File: config.mk
export PLATFORM = sky130hd
export DESIGN_NAME = gated_edge_counter
export DESIGN_NICKNAME = d
export VERILOG_FILES = /design/src/rtl/gated_edge_counter.sv
export SDC_FILE = /design/constraint.sdc
export NUM_CORES = 1
export LEC_CHECK = 0
export BUFFER_PORTS_ARGS = -buffer_cell sky130_fd_sc_hd__buf_4
export CAP_MARGIN = 25
export CELL_PAD_IN_SITES_DETAIL_PLACEMENT = 0
export CELL_PAD_IN_SITES_GLOBAL_PLACEMENT = 1
export CORE_MARGIN = 8
export CORE_UTILIZATION = 52
export CTS_BUF_LIST = sky130_fd_sc_hd__clkbuf_2 sky130_fd_sc_hd__clkbuf_4 sky130_fd_sc_hd__clkbuf_8
export DETAILED_ROUTE_END_ITERATION = 7
export GPL_TIMING_DRIVEN = 0
export MAX_ROUTING_LAYER = met4
export PLACE_DENSITY_LB_ADDON = 0.1
export SLEW_MARGIN = 25
export SYNTH_ARGS = -nofsm -noshare
export SYNTH_HDL_FRONTEND = slang
export SYNTH_SLANG_ARGS = --single-unit
File: constraint.sdc
create_clock -name clock -period 5.2 [get_ports clock]
set_clock_uncertainty 0.15 [all_clocks]
set_input_delay 0.78 -clock clock [delete_from_list [all_inputs] [get_ports clock]]
set_output_delay 0.78 -clock clock [all_outputs]
set_load 0.005 [all_outputs]
File: src/rtl/gated_edge_counter.sv
// Purpose : counts synchronised rising edges of sig_in while one_second_gate is high and
//           latches the count as one frequency sample on every gate falling edge.
// Latency : input change to internal strobe is SYNC_STG+1 clocks; result visible one clock after g_fall.
// Backpres: data_valid/data_ack handshake; a new result overwrites an unacked one and sets sticky overrun.
//
// Ports:
//   clock, reset          sampling clock, asynchronous active-high reset
//   enable                low aborts the current window and rearms from WAIT_LOW
//   one_second_gate       counting window from the divider (asynchronous)
//   sig_in                signal under measurement (asynchronous)
//   data_out/data_valid   last completed window count and its valid flag
//   data_ack              consumer accept, clears data_valid and overrun
//   overflow              count saturated at 2^CNT_W-1, qualifies data_out
//   overrun               a result was overwritten before it was acknowledged
module gated_edge_counter #(
    parameter int CNT_W    = 32,
    parameter int SYNC_STG = 2
) (
    input  logic             clock,
    input  logic             reset,
    input  logic             enable,
    input  logic             one_second_gate,
    input  logic             sig_in,
    output logic [CNT_W-1:0] data_out,
    output logic             data_valid,
    input  logic             data_ack,
    output logic             overflow,
    output logic             overrun
);

    typedef enum logic [1:0] {
        WAIT_LOW = 2'd0,
        ARMED    = 2'd1,
        COUNT    = 2'd2
    } state_t;

    localparam logic [CNT_W-1:0] CNT_MAX = '1;

    state_t             state;
    state_t             state_nxt;
    logic [SYNC_STG-1:0] sig_sync;
    logic [SYNC_STG-1:0] gate_sync;
    logic               sig_d;
    logic               gate_d;
    logic [SYNC_STG:0]  prime_sr;
    logic               primed;
    logic               sig_s;
    logic               gate_s;
    logic               sig_edge;
    logic               g_rise;
    logic               g_fall;
    logic [CNT_W-1:0]   counter;
    logic [CNT_W-1:0]   cnt_inc;
    logic               sat;
    logic               start;
    logic               latch;
    logic               abort;
    logic               ack_take;

    // Identical synchroniser + history pipelines keep gate and signal aligned in time.
    always_ff @(posedge clock or posedge reset) begin
        if (reset) begin
            sig_sync  <= '0;
            gate_sync <= '0;
            sig_d     <= 1'b0;
            gate_d    <= 1'b0;
            prime_sr  <= '0;
        end else begin
            sig_sync  <= {sig_sync[SYNC_STG-2:0], sig_in};
            gate_sync <= {gate_sync[SYNC_STG-2:0], one_second_gate};
            sig_d     <= sig_sync[SYNC_STG-1];
            gate_d    <= gate_sync[SYNC_STG-1];
            prime_sr  <= {prime_sr[SYNC_STG-1:0], 1'b1};
        end
    end

    assign sig_s    = sig_sync[SYNC_STG-1];
    assign gate_s   = gate_sync[SYNC_STG-1];
    assign sig_edge = sig_s & ~sig_d;
    assign g_rise   = gate_s & ~gate_d;
    assign g_fall   = ~gate_s & gate_d;

    // The synchroniser clears to zero, so right after reset gate_s reads low even
    // when the gate is really high. Trusting that would arm on a fake rise and
    // measure a partial window; wait until the pipeline holds real samples.
    assign primed   = prime_sr[SYNC_STG];

    always_ff @(posedge clock or posedge reset) begin
        if (reset) begin
            state <= WAIT_LOW;
        end else begin
            state <= state_nxt;
        end
    end

    always_comb begin
        state_nxt = state;
        start     = 1'b0;
        latch     = 1'b0;
        abort     = 1'b0;
        if (!enable) begin
            state_nxt = WAIT_LOW;
            abort     = 1'b1;
        end else begin
            case (state)
                WAIT_LOW: if (primed && !gate_s) state_nxt = ARMED;
                ARMED: begin
                    if (g_rise) begin
                        state_nxt = COUNT;
                        start     = 1'b1;
                    end
                end
                COUNT: begin
                    if (g_fall) begin
                        state_nxt = ARMED;
                        latch     = 1'b1;
                    end
                end
                default: state_nxt = WAIT_LOW;
            endcase
        end
    end

    assign cnt_inc = counter + 1'b1;

    // An edge coincident with the gate rise is counted; one coincident with the fall is not.
    always_ff @(posedge clock or posedge reset) begin
        if (reset) begin
            counter <= '0;
            sat     <= 1'b0;
        end else if (abort) begin
            counter <= '0;
            sat     <= 1'b0;
        end else if (start) begin
            counter <= {{(CNT_W-1){1'b0}}, sig_edge};
            sat     <= 1'b0;
        end else if (state == COUNT && !g_fall && sig_edge && counter != CNT_MAX) begin
            counter <= cnt_inc;
            if (cnt_inc == CNT_MAX) sat <= 1'b1;
        end
    end

    assign ack_take = data_ack & data_valid;

    // A latch coinciding with an ack delivers the new result and leaves overrun clear.
    always_ff @(posedge clock or posedge reset) begin
        if (reset) begin
            data_out   <= '0;
            data_valid <= 1'b0;
            overflow   <= 1'b0;
            overrun    <= 1'b0;
        end else if (latch) begin
            data_out   <= counter;
            overflow   <= sat;
            data_valid <= 1'b1;
            overrun    <= ack_take ? 1'b0 : (overrun | data_valid);
        end else if (ack_take) begin
            data_valid <= 1'b0;
            overrun    <= 1'b0;
        end
    end

endmodule

# --- Word-level counts from Yosys, hierarchy flattened ---
# Cells that the tools add are included.
classes:
  n_addsub: 1
  n_mul: 0
  n_div: 0
  order_cmp: 0
  eq_ne: 9
  shift: 0
  n_mux: 22
  bitwise_logic: 8
  n_reduce_logical: 10
op_table:
  columns: ["op", "count"]
  rows:
  - ["$mux W32", 3]
  - ["$add A32 B1 Y32 const B", 1]
  - ["$eq A32 B32 Y1 const B", 1]
  - ["$ne A32 B32 Y1 const B", 1]
  - ["$mux W1", 14]
  - ["$ne A3 B3 Y1 const B", 3]
  - ["$mux W2", 4]
  - ["$ne A3 B1 Y1 const B", 2]
  - ["$pmux W2 S3", 1]
  - ["$and A1 B1 Y1", 4]
  - ["$logic_and A1 B1 Y1", 4]
  - ["$not A1 Y1", 3]
  - ["$reduce_and A3 Y1", 1]
  - ["$eq A2 B1 Y1 const B", 1]
  - ["$eq A2 B2 Y1 const B", 1]
  - ["$logic_not A1 Y1", 2]
  - ["$logic_not A2 Y1", 1]
  - ["$reduce_and A2 Y1", 1]
  - ["$reduce_bool A2 Y1", 1]
  - ["$or A1 B1 Y1", 1]
word_totals:
  reg_bits: 79
  latch_bits: 0
  mem_bits_rw: 0
  rom_bits: 0
  inputBits: 6
  output_inout_bits: 35
  word_cells: 62
  memories: 0

# --- Longest topological paths before layout ---
# Gate-level depths: netlist (run 1).
logic_depth:
  ltp_word: 9
  mapped_depth: 10
  depth_no_buf: 9

# --- Worst setup path before layout (run 1) ---
# Ideal clock, no wire load.
synth_path:
  kind: "register to register"
  startpoint: "register counter[1]"
  endpoint: "register counter[4]"
  setup_time_ns: 0.132
  t_arrival_ns: 2.508
  t_required_ns: 4.918
  path_slack_ns: 2.410
  path_stages_with_launch: 10
  path_buffers: 1
  synth_period_minus_slack_ns: 2.790
  cell_sequence: "dfrtp_1 > ha_1 > nand4_1 > or4_4 > or4_4 > o21a_4 > buf_6 > nand4_1 > xor2_1 > nor2_1"
synth_between:
  elab_chain_cells: 4
  word_cells_on_any_way: 7
  classes_between: "add/sub (1); eq/ne (2); mux (3); reduce/logical (1)"
synth_lines:
  columns: ["element", "line", "text"]
  rows:
  - ["from (decl)", "52", "logic [CNT_W-1:0] counter;"]
  - ["from (signal assigned)", "135", "counter <= {{(CNT_W-1){1'b0}}, sig_edge};"]
  - ["from (signal assigned)", "138", "counter <= cnt_inc;"]
  - ["$add A32 B1 Y32", "124", "assign cnt_inc = counter + 1'b1;"]
  - ["$mux W32", "137", "end else if (state == COUNT && !g_fall && sig_edge && counter != CNT_MAX) begin"]
  - ["$mux W32", "134", "end else if (start) begin"]
  - ["$mux W32", "131", "end else if (abort) begin"]
# Parallel ways exist; a longest one is shown, timed or not. The select of a mux whose other input is x is not followed.
# A chain may end at the register's enable or synchronous reset.

# --- Final worst setup path (run 1) ---
layout_path:
  startpoint: "register counter[1]"
  endpoint: "register counter[19]"
# The elaborated chain is that of the path after synthesis.

==> results.sh, run 1 <==
export IMPL_clkLatencyLatePin_ns=0.35
export IMPL_p_leak_nw=1.97
export IMPL_cts_sinks=79
export IMPL_clockBufferDepth=2
export IMPL_net_switching_power_w=0.000267
export IMPL_synth_cell_types=48
export IMPL_grt_pass1_vias=2794
export IMPL_nets=418
export IMPL_holdBufCountCts=0
export IMPL_maxSlewViolCount=0
export IMPL_swShare=0.249
export IMPL_cp_end_kind="flip-flop"
export IMPL_start_util=0.529
export IMPL_cp_max_fo=10
export IMPL_drt_pass1_iterations=4
export IMPL_grt_ovfl_total=0
export IMPL_antenna_cells=0
export IMPL_final_cell_area_mm2=0.00442
export IMPL_cts_repair_resized=0
export IMPL_dp_hpwl_um=5770
export IMPL_cap_violations=0
export IMPL_cp_slowest_cell="or4_4"
export IMPL_core_mm2=0.00718
export IMPL_worstRegToRegCells=9
export IMPL_avgViaCountPerCell=5.41
export IMPL_status="completed"
export IMPL_slew_headroom=0.503
export IMPL_dpl_cell_area_mm2=0.00424
export IMPL_cts_tree="yes"
export IMPL_cts_root_buffer="clkbuf_8"
export IMPL_cts_max_level=3
export IMPL_crit_type="reg -> reg"
export IMPL_num_vias=2780
export IMPL_wl_per_cell_um=15.7
export IMPL_grt_max_degree=54
export IMPL_synth_area_mm2=0.00379
export IMPL_crit_path_start_kind="flip-flop"
export IMPL_drive_above_1_share=0.260
export IMPL_cts_setup_buffers=0
export IMPL_dieArea_mm2=0.0103
export IMPL_worstHoldPathType="reg -> reg"
export IMPL_worstMarginPinSlew_ns=0.745
export IMPL_rsz0062_at_grt="no"
export IMPL_ant_nets=0
export IMPL_rrSetupSlack_ns=2.02
export IMPL_syn_num_nets=367
export IMPL_ys_seq_elements=79
export IMPL_fmax_mhz=314
export IMPL_intPower_w=0.000805
export IMPL_power_frac_comb=0.028
export IMPL_holdPathEnd="prime_sr[1]"
export IMPL_gp_congestion=0.862
export IMPL_reg2reg_to="counter[19]"
export IMPL_fin_crit_sh=0.612
export IMPL_boundaryPins=41
export IMPL_antenna_found_initial=0
export IMPL_critPathArrivalTime_ns=3.26
export IMPL_die_width_um=101
export IMPL_routed_wl_um=8060
export IMPL_worst_path_dominant_cell_family="simple AND/OR/NAND/NOR gates"
export IMPL_yosys_warnings=0
export IMPL_port_buffers=39
export IMPL_synth_avg_cell_area_um2=10.6
export IMPL_grt_first_pass_wirelength_um=13900
export IMPL_numCtsBuffers=9
export IMPL_period_needed_ns=3.18
export IMPL_critPathMaxStageDelay_ns=0.57
export IMPL_synth_cells=359
export IMPL_worstReg2RegStart="counter[1]"
export IMPL_clk_transition_reported_paths_ns=0.09
export IMPL_final_common_cell="dfrtp_1"
export IMPL_path_buf_inv=1
export IMPL_hold_slack_ns=0.203
export IMPL_peakVddDrop_uv=218
export IMPL_cp_required_ns=5.27
export IMPL_crit_chain="ha_1 -> nand4_1 -> or4_4 -> or4_4 -> o21ai_1 -> buf_2 -> nor3_1 -> xnor2_1 -> nor2_1"
export IMPL_layout_common_cells="dfrtp_1, buf_4, nor2_1"
export IMPL_ys_seq_area_frac=0.521
export IMPL_hold_viol_final=0
export IMPL_crit_top_cell="or4_4"
export IMPL_nFillCells=637
export IMPL_setup_viol=0
export IMPL_fin_setup_tns_ns=0
export IMPL_die_y_um=101
export IMPL_power_density_mw_per_mm2=242
export IMPL_whs_path_depth=0
export IMPL_drt_initial_drc_count=132
export IMPL_pwr_share_clk=0.392
export IMPL_pwr_share_seq=0.579
export IMPL_syn2layout_area_growth_pct=16.5
export IMPL_hold_path_startpoint="prime_sr[0]"
export IMPL_drc_errors=0
export IMPL_row_count=31
export IMPL_grt_usage=0.177
[cell usage after synthesis, drive strengths merged]
cell type	number	area, um^2
o211ai	1	7.51
nor2b	2	12.5
o21a	3	30.0
or2	3	18.8
and3	3	18.8
a21oi	8	40.0
clkbuf	13	48.8
xor2	12	105
nand4b	1	8.76
inv	9	33.8
nor3	13	65.1
a211oi	1	7.51
mux2	29	327
nand2	29	109
ha	2	25.0
nor3b	4	30.0
or4	3	30.0
dfrtp	79	1980
o32ai	1	8.76
o31ai	1	12.5
nand3	15	85.1
a31oi	5	31.3
nor2	40	150
or3	1	6.26
conb	1	3.75
or4b	1	10.0
nor4	8	65.1
o211a	1	10.0
nor4b	1	8.76
and4b	1	10.0
o21ai	12	60.1
a31o	1	8.76
nand4	14	103
buf	10	66.3
o31a	1	8.76
nand2b	2	12.5
and2	2	12.5
o22a	1	8.76
xnor2	25	219
[routing by layer]
layer | share of wire | GRT usage | vias to the layer above
met5 | 0 | - | -
met2 | 0.47 | 0.274 | 50
met3 | 0.048 | 0.0399 | 14
li1 | - | - | 1349
met4 | 0.011 | 0.0527 | 0
met1 | 0.47 | 0.226 | 1367
[worst max path at each step]
stage	to	cells after the start	start
6_report	counter[19]	9	counter[1]
5_1_grt	counter[29]	9	counter[1]
4_1_cts	counter[21]	9	counter[1]
3_5_place_dp	counter[21]	9	counter[1]
3_3_place_gp	data_out[25]	2	reset
2_1_floorplan	counter[0]	1	reset
[final cells by class]
class	count	area, um^2	area share
Sequential cell	79	1980	0.447
Multi-Input combinational cell	248	1670	0.377
Timing Repair Buffer	40	320	0.0724
Clock buffer	9	124	0.0280
Tap cell	99	124	0.0280
Buffer	23	115	0.0260
Clock inverter	7	56.3	0.0127
Inverter	9	36.3	0.00821
[power by group through the flow]
stage               Sequential, W  Combinational, W  Clock (W)
finish                   0.000621         0.0000305   0.000421
global route             0.000622         0.0000357   0.000451
CTS                      0.000621         0.0000321   0.000433
detailed placement       0.000633         0.0000321          0
global placement         0.000633         0.0000285          0
floorplan                0.000633         0.0000190          0
[per-stage QoR]
step / cells / power [W] / setup slack (ns) / util
6_report: 514 / 0.00107 / 2.02 / 0.616
4_1_cts: 514 / 0.00109 / 2.04 / 0.616
3_3_place_gp: 497 / 0.000662 / 1.32 / 0.587
2_1_floorplan: 359 / 0.000652 / 2.25 / -
3_5_place_dp: 498 / 0.000665 / 2.06 / 0.591
5_1_grt: 514 / 0.00111 / 1.78 / 0.616
[kinds of logic (layout without fill, tap and decap cells)]
logic type | after synthesis | after routing | synth area share
buf+inv | 32 | 88 | 0.0392
xor+xnor | 37 | 37 | 0.0854
compound gates | 36 | 36 | 0.0617
flops | 79 | 79 | 0.521
mux | 29 | 29 | 0.0861
fa+ha+maj | 2 | 2 | 0.00659
other cells | 1 | 1 | 0.000988
simple gates | 143 | 143 | 0.199
[worst register-to-register path: stages, from the launching register on]
cell and delay (ns):
dfrtp_1 0.47, ha_1 0.32, nand4_1 0.23, or4_4 0.57, or4_4 0.53, o21ai_1 0.17
buf_2 0.28, nor3_1 0.10, xnor2_1 0.16, nor2_1 0.05
[state kept, by name (all words and copies together) (netlist names)]
| register | cells |
|---|---|
| state | 2 |
| gate_d | 1 |
| sat | 1 |
| overrun | 1 |
| sig_d | 1 |
| data_out | 32 |
| overflow | 1 |
| counter | 32 |
| data_valid | 1 |
| sig_sync | 2 |
| prime_sr | 3 |
| gate_sync | 2 |
No activity file was read; power rests on OpenSTA's default activity.
==> run 2: changes to the inputs <==
--- a/config.mk
+++ b/config.mk
@@ -10,7 +10,7 @@
 export CELL_PAD_IN_SITES_DETAIL_PLACEMENT = 0
 export CELL_PAD_IN_SITES_GLOBAL_PLACEMENT = 1
 export CORE_MARGIN = 8
-export CORE_UTILIZATION = 52
+export CORE_UTILIZATION = 48
 export CTS_BUF_LIST = sky130_fd_sc_hd__clkbuf_2 sky130_fd_sc_hd__clkbuf_4 sky130_fd_sc_hd__clkbuf_8
 export DETAILED_ROUTE_END_ITERATION = 7
 export GPL_TIMING_DRIVEN = 0
==> constraint.sdc (replaced) <==
create_clock -name clock -period 3.3 [get_ports clock]
set_clock_uncertainty 0.15 [all_clocks]
set_input_delay 0.495 -clock clock [delete_from_list [all_inputs] [get_ports clock]]
set_output_delay 0.495 -clock clock [all_outputs]
set_load 0.005 [all_outputs]
==> run 2 against run 1 <==
Compared with the run above: the flow now finishes with violations (negative hold slack); clock power rose by 65%; global-route usage fell by 1.6 points; critical endpoint is now counter[9]; combinational power rose by 60%; worst setup slack got worse by 1.8 ns; critical path depth did not move; non-clock buffer count did not move; largest power group unchanged; core utilization fell by 3.9 points; first-iteration DRC count fell by 5.3%; final area rose by 0.34%; fmax rose by 2.1%.
==> results.sh, run 2 (synthesis gave the netlist of run 1 again) <==
export IMPL_cts_tree="yes"
export IMPL_violations="negative hold slack"
export IMPL_grt_usage=0.161
export IMPL_wl_per_cell_um=15.9
export IMPL_instances_no_fill=517
export IMPL_crit_cells=9
export IMPL_antenna_found_initial=0
export IMPL_grt_ovfl_total=0
export IMPL_core_mm2=0.00769
export IMPL_row_count=32
export IMPL_numCtsBuffers=9
export IMPL_final_common_cell="dfrtp_1"
export IMPL_hold_slack_ns=-0.00526
export IMPL_multi_input_area_mm2=0.00167
export IMPL_routed_wl_um=8240
export IMPL_num_vias=2788
export IMPL_critPathMaxStageDelay_ns=0.58
export IMPL_cp_slowest_cell="or4_4"
export IMPL_port_buffers=39
export IMPL_crit_type="reg -> reg"
export IMPL_layout_common_cells="dfrtp_1, buf_4, nor2_1"
export IMPL_crit_top_cell="or4_4"
export IMPL_dieArea_mm2=0.0110
export IMPL_worstRegToRegCells=9
export IMPL_grt_first_pass_wirelength_um=14200
export IMPL_maxSlewViolCount=0
export IMPL_die_y_um=105
export IMPL_seq_area_mm2=0.00198
export IMPL_grt_max_degree=49
export IMPL_nets=418
export IMPL_worstHoldPathType="in -> async"
export IMPL_post_route_util=0.577
export IMPL_drive_above_1_share=0.265
export IMPL_antenna_cells=0
export IMPL_drc_errors=0
export IMPL_boundaryPins=41
export IMPL_syn2layout_area_growth_pct=16.9
export IMPL_pwr_share_seq=0.568
export IMPL_crit_chain="ha_2 -> nand4_1 -> or4_4 -> or4_4 -> o21ai_1 -> clkbuf_4 -> nor3_1 -> xnor2_1 -> nor2_1"
export IMPL_clockBufferDepth=2
export IMPL_slew_headroom=0.553
export IMPL_intPower_w=0.00128
export IMPL_top_regs="counter x32, data_out x32, prime_sr x3"
export IMPL_swShare=0.259
export IMPL_finalPower_w=0.00172
export IMPL_dp_hpwl_um=5920
export IMPL_rsz0062_at_grt="no"
export IMPL_clkLatencyLatePin_ns=0.36
export IMPL_start_util=0.494
export IMPL_drt_initial_drc_count=125
export IMPL_ant_nets=0
export IMPL_pwr_share_clk=0.404
export IMPL_fmax_mhz=321
export IMPL_worstMarginPinSlew_ns=0.668
export IMPL_nFillCells=695
export IMPL_gp_congestion=0.840
export IMPL_cts_root_buffer="clkbuf_8"
export IMPL_p_leak_nw=1.98
export IMPL_cp_end_kind="flip-flop"
export IMPL_avgViaCountPerCell=5.39
export IMPL_setup_viol=0
export IMPL_cts_setup_buffers=0
export IMPL_drt_pass1_iterations=5
export IMPL_worst_path_dominant_cell_family="simple AND/OR/NAND/NOR gates"
export IMPL_status="complete, but fails checks"
export IMPL_peakVddDrop_uv=218
export IMPL_dp_cells=501
export IMPL_hold_viol_final=4
export IMPL_cts_sinks=79
export IMPL_cp_required_ns=3.38
export IMPL_die_width_um=105
export IMPL_period_needed_ns=3.11
export IMPL_power_density_mw_per_mm2=388
export IMPL_crit_path_start_kind="flip-flop"
export IMPL_cap_violations=0
export IMPL_critPathArrivalTime_ns=3.19
export IMPL_path_buf_inv=1
export IMPL_clk_transition_reported_paths_ns=0.09
export IMPL_fin_crit_sh=0.944
export IMPL_cp_max_fo=10
export IMPL_power_frac_comb=0.028
export IMPL_net_switching_power_w=0.000446
export IMPL_grt_pass1_vias=2746
export IMPL_cts_max_level=3
[run 2: layout make-up]
type,count,area share
Timing Repair Buffer,40,0.0722
Clock inverter,7,0.0138
Buffer,23,0.0265
Inverter,9,0.00818
Tap cell,102,0.0288
Sequential cell,79,0.446
Multi-Input combinational cell,248,0.377
Clock buffer,9,0.0279
[run 2: through the flow]
step	setup WS, ns	hold slack, ns	TNS, ns	area (um^2)
6_report	0.185	-0.00526	0	4440
5_1_grt	0.0174	0.0193	0	4440
4_1_cts	0.0873	0.00118	0	4430
3_5_place_dp	0.131	0.187	0	4250
3_3_place_gp	-0.295	0.183	-22.91	4220
2_1_floorplan	0.510	0.181	0	3790
[run 2: worst paths after layout]
check,end,slack (ns),start
hold / removal,data_out[9],-0.005,reset
hold reg to reg,gate_sync[1],0.21,gate_sync[0]
setup / recovery,counter[9],0.19,counter[0]
min in group clock,sig_sync[0],0.09,sig_in
setup reg to reg,counter[9],0.19,counter[0]
max in group asynchronous,counter[1],2.42,reset
[run 2: layer usage]
| metal | track usage | vias to the layer above | wire (um) |
|---|---|---|---|
| met3 | 0.0387 | 4 | 323 |
| li1 | - | 1340 | - |
| met4 | 0.0418 | 0 | 40 |
| met5 | - | - | 0 |
| met1 | 0.218 | 1398 | 4070 |
| met2 | 0.235 | 46 | 3810 |
[run 2: power groups by stage]
| stage | clock, W | combinational [W] | sequential [W] |
|---|---|---|---|
| CTS | 0.000706 | 0.0000506 | 0.000979 |
| global placement | 0 | 0.0000450 | 0.000998 |
| global route | 0.000751 | 0.0000565 | 0.000980 |
| detailed placement | 0 | 0.0000508 | 0.000998 |
| finish | 0.000695 | 0.0000487 | 0.000979 |
| floorplan | 0 | 0.0000299 | 0.000997 |
[run 2: worst reg2reg max path, cell delays in order (launching register included)]
cell and delay (ns):
dfrtp_1 0.47, ha_2 0.29, nand4_1 0.23, or4_4 0.58
or4_4 0.53, o21ai_1 0.17, clkbuf_4 0.26, nor3_1 0.08
xnor2_1 0.17, nor2_1 0.05
[run 2: timing repair]
action	4_1_cts	5_1_grt
hold buffers	0	0
setup endpoints to repair	0	18
resized for setup	0	3
endpoints found under the hold margin	0	0
==> run 3: changes to the inputs <==
--- a/config.mk
+++ b/config.mk
@@ -13,9 +13,8 @@
 export CORE_UTILIZATION = 48
 export CTS_BUF_LIST = sky130_fd_sc_hd__clkbuf_2 sky130_fd_sc_hd__clkbuf_4 sky130_fd_sc_hd__clkbuf_8
 export DETAILED_ROUTE_END_ITERATION = 7
-export GPL_TIMING_DRIVEN = 0
 export MAX_ROUTING_LAYER = met4
-export PLACE_DENSITY_LB_ADDON = 0.1
+export PLACE_DENSITY_LB_ADDON = 0.05
 export SLEW_MARGIN = 25
 export SYNTH_ARGS = -nofsm -noshare
 export SYNTH_HDL_FRONTEND = slang
==> run 3 against run 2 <==
Compared with the run above: the run now ends clean; largest power group unchanged; worst hold slack better by 0.094 ns; worst setup slack better by 0.079 ns; non-clock buffer count fell by 16; critical path depth unchanged; count of clock-buffer cells in the layout up 2.
==> results.sh, run 3 (synthesis gave the netlist of run 1 again) <==
export IMPL_dp_hpwl_um=5600
export IMPL_cts_root_buffer="clkbuf_8"
export IMPL_cts_tree="yes"
export IMPL_top_regs="counter x32, data_out x32, prime_sr x3"
export IMPL_fmax_mhz=329
export IMPL_setup_viol=0
export IMPL_core_mm2=0.00769
export IMPL_final_common_cell="dfrtp_1"
export IMPL_drive_above_1_share=0.266
export IMPL_clk_transition_reported_paths_ns=0.08
export IMPL_fin_setup_tns_ns=0
export IMPL_cp_max_fo=20
export IMPL_gp_congestion=0.815
export IMPL_boundaryPins=41
export IMPL_num_vias=2701
export IMPL_clockBufferDepth=2
export IMPL_nets=402
export IMPL_worstRegToRegCells=9
export IMPL_worstHoldPathType="in -> async"
export IMPL_dp_cells=485
export IMPL_cts_sinks=79
export IMPL_rsz0062_at_grt="no"
export IMPL_fin_crit_sh=0.920
export IMPL_period_needed_ns=3.04
export IMPL_drt_pass1_iterations=4
export IMPL_nFillCells=714
export IMPL_routed_wl_um=8020
export IMPL_reg2reg_to="counter[19]"
export IMPL_grt_first_pass_wirelength_um=13900
export IMPL_multi_input_area_mm2=0.00167
export IMPL_peakVddDrop_uv=284
export IMPL_critPathMaxStageDelay_ns=0.57
export IMPL_numCtsBuffers=9
export IMPL_start_util=0.494
export IMPL_cp_end_kind="flip-flop"
export IMPL_power_density_mw_per_mm2=399
export IMPL_drc_errors=0
export IMPL_hold_viol_final=0
export IMPL_port_buffers=40
export IMPL_crit_type="reg -> reg"
export IMPL_drt_initial_drc_count=104
export IMPL_cp_required_ns=3.37
export IMPL_layout_common_cells="dfrtp_1, buf_4, nor2_1"
export IMPL_grt_pass1_vias=2735
export IMPL_grt_ovfl_total=0
export IMPL_syn2layout_area_growth_pct=15.3
export IMPL_worstMarginPinSlew_ns=0.711
export IMPL_cap_violations=0
export IMPL_p_leak_nw=1.95
export IMPL_slew_headroom=0.526
export IMPL_maxSlewViolCount=0
export IMPL_finalPower_w=0.00175
export IMPL_die_y_um=105
export IMPL_row_count=32
export IMPL_cp_slowest_cell="or4_4"
export IMPL_crit_path_start_kind="flip-flop"
export IMPL_grt_usage=0.156
export IMPL_avgViaCountPerCell=5.39
export IMPL_crit_chain="ha_2 -> nand4_1 -> or4_4 -> or4_4 -> o21ai_1 -> buf_4 -> nor3_1 -> xnor2_1 -> nor2_1"
export IMPL_antenna_cells=0
export IMPL_antenna_found_initial=0
export IMPL_crit_top_cell="or4_4"
export IMPL_dieArea_mm2=0.0110
export IMPL_worstReg2RegStart="counter[1]"
export IMPL_instances_no_fill=501
export IMPL_seq_area_mm2=0.00198
export IMPL_status="completed"
export IMPL_rrSetupSlack_ns=0.26
export IMPL_ant_nets=0
export IMPL_grt_max_degree=41
export IMPL_die_width_um=105
export IMPL_critPathArrivalTime_ns=3.10
export IMPL_clkLatencyLatePin_ns=0.34
export IMPL_wl_per_cell_um=16.0
export IMPL_cts_max_level=3
run 3: cell types whose count changed in the layout (fill, tap and decap cells not counted), sizes merged:
cell      previous run  this run
clkbuf              23        11
inv                 13         8
buf                 49        47
clkinvlp             0         2
bufinv               0         1
run 3: repair_timing:
action | in CTS | in global routing
hold buffers | 0 | 0
buffers inserted | 0 | 0
resized for setup | 0 | 1
endpoints found under the setup margin | 0 | 7
run 3: worst max-delay path by stage:
stage	from	to	slack, ns
global placement	counter[1]	counter[19]	0.32
detailed placement	counter[1]	counter[21]	0.24
floorplan	counter[1]	counter[4]	0.51
CTS	counter[1]	counter[19]	0.21
global route	counter[1]	counter[20]	0.02
finish	counter[1]	counter[19]	0.26
run 3: worst max-delay path, delay by kind of cell (launching register included):
family,cells,cell delay [ns]
and+or+nand+nor,5,1.44
DFF,1,0.47
adders and majority gates,1,0.29
buffers and inverters,1,0.26
xor gates and xnor gates,1,0.17
AOI/OAI and AO/OA,1,0.13
run 3: layout make-up:
type / instances / share of cell area
inverter: 9 / 0.00801
multi-input combinational: 248 / 0.382
timing repair buffer: 47 / 0.0835
tap: 102 / 0.0292
sequential: 79 / 0.452
clock inverter: 5 / 0.0134
clock buffer: 11 / 0.0318
run 3: where the power goes:
part | switching (W) | total, W | internal (W)
sequential | 0.00000419 | 0.000979 | 0.000975
clock | 0.000353 | 0.000720 | 0.000367
combinational | 0.0000351 | 0.0000478 | 0.0000127
total | 0.000393 | 0.00175 | 0.00135
run 3: routing by layer:
layer / global-route usage / part of all wire
met2: 0.228 / 0.45
met4: 0.0550 / 0.013
met5: - / 0
met3: 0.0295 / 0.033
met1: 0.212 / 0.51
run 3: metrics by stage:
step           setup slack (ns)  area [um^2]  hold slack (ns)   util
3_5_place_dp              0.240         4170            0.189  0.543
2_1_floorplan             0.510         3790            0.181      -
5_1_grt                  0.0195         4370           0.0857  0.569
3_3_place_gp              0.323         4170            0.182  0.543
6_report                  0.264         4370           0.0883  0.569
4_1_cts                   0.209         4370           0.0900  0.569
